[src/rtl/logic_unit_arbiter.sv]
// Round-robin arbiter sharing one bitwise logic unit (AND/OR/XOR/NOT) between two requesters.
// Optional registered zero flag on the result when LOGIC_ZERO_FLAG_EN is defined.
module logic_unit_arbiter #(
    parameter int DATA_W = 64,
    parameter int OP_W   = 2
) (
    input  logic              clk,
    input  logic              rst_n,
    input  logic              req0_valid,
    output logic              req0_ready,
    input  logic [OP_W-1:0]   req0_op,
    input  logic [DATA_W-1:0] req0_a,
    input  logic [DATA_W-1:0] req0_b,
    input  logic              req1_valid,
    output logic              req1_ready,
    input  logic [OP_W-1:0]   req1_op,
    input  logic [DATA_W-1:0] req1_a,
    input  logic [DATA_W-1:0] req1_b,
    output logic              res_valid,
    input  logic              res_ready,
    output logic [DATA_W-1:0] res_data,
    output logic              res_id
`ifdef LOGIC_ZERO_FLAG_EN
    ,
    output logic              res_zero
`endif
);

    localparam logic [OP_W-1:0] OP_AND = OP_W'(0);
    localparam logic [OP_W-1:0] OP_OR  = OP_W'(1);
    localparam logic [OP_W-1:0] OP_XOR = OP_W'(2);

    typedef enum logic {
        EMPTY,
        FULL
    } state_t;

    state_t            state;
    state_t            state_next;
    logic              last_grant;
    logic              slot_free;
    logic              grant_valid;
    logic              grant;
    logic              accept;
    logic [OP_W-1:0]   sel_op;
    logic [DATA_W-1:0] sel_a;
    logic [DATA_W-1:0] sel_b;
    logic [DATA_W-1:0] result;

    assign res_valid = (state == FULL);
    assign slot_free = !res_valid || res_ready;

    // Grant goes to the only valid requester, or away from the last winner when both ask.
    // Ready is forced low while reset is asserted.
    always_comb begin
        grant_valid = rst_n && slot_free && (req0_valid || req1_valid);
        grant       = 1'b0;
        if (req0_valid && req1_valid)
            grant = ~last_grant;
        else if (req1_valid)
            grant = 1'b1;
        req0_ready = grant_valid && !grant;
        req1_ready = grant_valid && grant;
        accept     = (req0_valid && req0_ready) || (req1_valid && req1_ready);
    end

    always_comb begin
        sel_op = grant ? req1_op : req0_op;
        sel_a  = grant ? req1_a  : req0_a;
        sel_b  = grant ? req1_b  : req0_b;
        case (sel_op)
            OP_AND:  result = sel_a & sel_b;
            OP_OR:   result = sel_a | sel_b;
            OP_XOR:  result = sel_a ^ sel_b;
            default: result = ~sel_a;
        endcase
    end

    // FULL stays FULL on stall or drain-and-refill; it empties only on a drain with no accept.
    always_comb begin
        state_next = state;
        case (state)
            EMPTY:   if (accept) state_next = FULL;
            FULL:    if (res_ready && !accept) state_next = EMPTY;
            default: state_next = EMPTY;
        endcase
    end

    always_ff @(posedge clk or negedge rst_n) begin
        if (!rst_n)
            state <= EMPTY;
        else
            state <= state_next;
    end

    // Result register only loads on an accept, so a drain leaves data and id untouched.
    always_ff @(posedge clk or negedge rst_n) begin
        if (!rst_n) begin
            res_data   <= '0;
            res_id     <= 1'b0;
            last_grant <= 1'b1;
        end else if (accept) begin
            res_data   <= result;
            res_id     <= grant;
            last_grant <= grant;
        end
    end

`ifdef LOGIC_ZERO_FLAG_EN
    always_ff @(posedge clk or negedge rst_n) begin
        if (!rst_n)
            res_zero <= 1'b0;
        else if (accept)
            res_zero <= (result == '0);
    end
`endif

endmodule
[config.mk]
export PLATFORM = sky130hd
export DESIGN_NAME = logic_unit_arbiter
export DESIGN_NICKNAME = d
export VERILOG_FILES = /design/src/rtl/logic_unit_arbiter.sv
export SDC_FILE = /design/constraint.sdc
export NUM_CORES = 1
export LEC_CHECK = 0
export ABC_AREA = 1
export BUFFER_PORTS_ARGS = -buffer_cell sky130_fd_sc_hd__buf_2
export CAP_MARGIN = 0
export CORE_MARGIN = 4
export CORE_UTILIZATION = 56
export DETAILED_ROUTE_END_ITERATION = 6
export PLACE_DENSITY_LB_ADDON = 0.12
export SYNTH_ARGS = -nofsm -noshare
export SYNTH_HDL_FRONTEND = slang
export SYNTH_SLANG_ARGS = --single-unit
export TNS_END_PERCENT = 30
[constraint.sdc]
create_clock -name clk -period 4.3 [get_ports clk]
set_clock_uncertainty 0.1 [all_clocks]
set_input_delay 0.645 -clock clk [delete_from_list [all_inputs] [get_ports clk]]
set_output_delay 0.645 -clock clk [all_outputs]
set_load 0.005 [all_outputs]
==> out/qor.csv <==
stage,metric,value,unit
status,status,"finished, final reports clean",
route,DR iter-0 viols,623,
layout,Antenna Diode Count,0,
floorplanning,core area,15900,sq um
yosys,sequential fraction of the synthesis area,18.5,%
worst_hold_path,hold crit path type,primary input to asynchronous set/reset pin,
floorplanning,Starting Density,57.1,%
power_and_ir_drop,Peak supply drop,0.254,mV
route,via count,9820,
clocking,"Clk pin slew, worst setup/hold paths",0.06,ns
route,Post-DRT Antenna Nets,0,
place,post-DP HPWL,19000,microns
place,IO Port Bufs,332,
yosys,"FF+latch count, synth",67,
setup_path,"Max FO, Critical Path",65,
timing,slew margin rel.,37.7,%
clocking,CTS buffer count,9,
setup_path,critical path required time,3.56,ns
timing,Final Cycle Share,70.4,%
timing,Max Clk Rate,330,MHz
place,placer congestion estimate,0.821,
route,# DRC,0,
timing,Least-Margin Pin Slew,0.932,ns
clocking,root buffer cell,clkbuf_16,
setup_path,CP Data Arrival Time,2.28,ns
route,Vias/cell,5.06,
setup_path,crit start category,primary input,
layout,Layout Utilization,69.0,%
clocking,H-tree levels,3,
timing,Setup TNS,0,ns
clocking,Setup Buffers After CTS,0,
route,final WL,27100,microns
setup_path,worst-path cell with the longest stage delay,inv_2,
setup_path,CP peak stage delay,0.77,ns
clocking,clk_lat worst skew,0.35,ns
floorplanning,Site Rows,46,
layout,area delta synth->final,20.8,%
layout,filler cell count,1454,
timing,RSZ-0062 raised after global routing,no,
setup_path,"most used cell, CP",buf_2,
yosys,Syn Nets,1854,
floorplanning,Chip Width,135,microns
setup_path,WS Path Type,primary input to output pin,
timing,Final Hold Vio Count,0,
clocking,maximum buffer depth of the clock tree,2,
floorplanning,die span in y,135,microns
yosys,top post-synthesis cells by area,"dfrtp_1 18%, ha_1 18%, nand2_1 18%",
global_route,first-pass GRT wire length,43300,microns
yosys,post-synthesis async set-or-reset flop share,100,%
clocking,Resized cells post-CTS,0,
global_route,vias in the first global route,9107,
timing,final setup fails,0,
place,# placed instances,1926,
power_and_ir_drop,Pwr per Cell Area,280,nW/um^2
global_route,largest net degree at the start of global routing,155,
layout,Final Net Count,2114,
yosys,Post-synth EDFFs,0,
flow_run,max cap viols,0,
yosys,Syn Std Cell Area,9070,sq um
power_and_ir_drop,Lkg Pwr,6.81,nW
clocking,Num Clock Sinks,67,
clocking,Post-CTS Hold Fix Bufs,0,
yosys,unique cell type count in the Yosys netlist,22,
timing,fin crit period,3.03,ns
yosys,"count leader, synth",nand2_1,
yosys,Synth Flop Type,dfrtp_1,
setup_path,r2r setup slk,1.33,ns
global_route,initial antenna violation count,0,
yosys,top-area cell type share of the netlist area,18.2,%
timing,fin. max-slew vios,0,
route,Avg WL per Cell,14.0,microns
setup_path,crit path cell chain,buf_2 > nand2_1 > nand2_8 > inv_2 > nor2_1 > buf_2,
route,drt first pass iters,7,
global_route,GR Overflow Total,0,
layout,fin cells,1942,
yosys,Mean Syn Cell Area,6.21,sq um
yosys,Synth area leader,dfrtp_1,
clocking,CTS tree,done,
floorplanning,IO Pins,333,
floorplanning,die area,18300,sq um
yosys,Post-Syn Instances,1461,
global_route,gr usage total,28.9,%
yosys,Synth top cells by count,"424 x nand2_1, 266 x inv_1, 199 x nand3_1, 128 x ha_1, 97 x o21ai_1",
layout,share of cells above drive strength 1,26.6,%
setup_path,crit end category,output pin,
yosys,YS warnings,0,
## cells in the final DEF, fill, tap and decap left out
cell         n
buf_12       2
buf_2      331
buf_4       12
clkbuf_1     3
clkbuf_16    9
clkbuf_8     2
clkinv_2     2
dfrtp_1     66
dfstp_2      1
ha_1       128
inv_1      265
inv_2        2
nand2_1    420
nand2_2      2
nand2_4      3
nand2_8      1
nand3_1    199
nand3b_1    38
nor2_1       3
nor2_4       2
o21ai_0     39
o21ai_1     97
o21ai_2     35
or2_0        9
or2_2       55
## stage by stage
step	setup slack [ns]	total power, mW	area (sq um)	hold slack, ns
after detailed placement	0.992	2.35	10700	0.357
final	1.27	3.07	11000	0.0644
after global routing	1.01	3.34	11000	0.0784
after floorplan	1.94	1.83	9070	0.249
after global placement	1.06	2.31	10700	0.352
after CTS	1.23	3.09	11000	0.0686
## layer usage
metal	wire [microns]	global-route usage (%)
met1	11100	35.2
met2	13400	51.7
met3	1930	4.38
met4	681	10.3
met5	0	0
## cells by family after synthesis
family | after synthesis | share of synthesized area, %
AOI/OAI and AO/OA | 171 | 10.9
buffers and inverters | 363 | 16.4
adders and majority gates | 128 | 17.7
DFF | 67 | 18.5
and+or+nand+nor | 732 | 36.5
## power by group
part,switching [mW],internal [mW],total [mW]
combinational,0.887,0.581,1.47
clock,0.302,0.421,0.723
sequential,0.0890,0.787,0.876
## final timing paths
kind,start,end,cells after the start
min in group clk,last_grant,last_grant,2
hold reg to reg,last_grant,last_grant,2
setup / recovery,req0_valid,req0_ready,6
max in group asynchronous,rst_n,res_data[1],2
hold / removal,rst_n,res_data[24],1
setup reg to reg,last_grant,res_data[25],13
## state kept, by name, indices dropped and copies added, names as in the netlist
register and cells:
last_grant 1, res_valid 1, res_data 64, res_id 1
## critical path, delay by kind of cell
kind,cells,cell delay (ns)
buffers and inverters,3,1.04
and+or+nand+nor,3,0.58
## area by class of cell
class	count	area (sq um)	area share, %
multi-input combinational	1031	5950	54.3
timing repair buffer	345	1790	16.3
sequential	67	1680	15.3
inverter	267	1000	9.15
tap	216	270	2.47
clock buffer	14	264	2.41
clock inverter	2	10.0	0.0913
(Power assumes the default switching activity.)
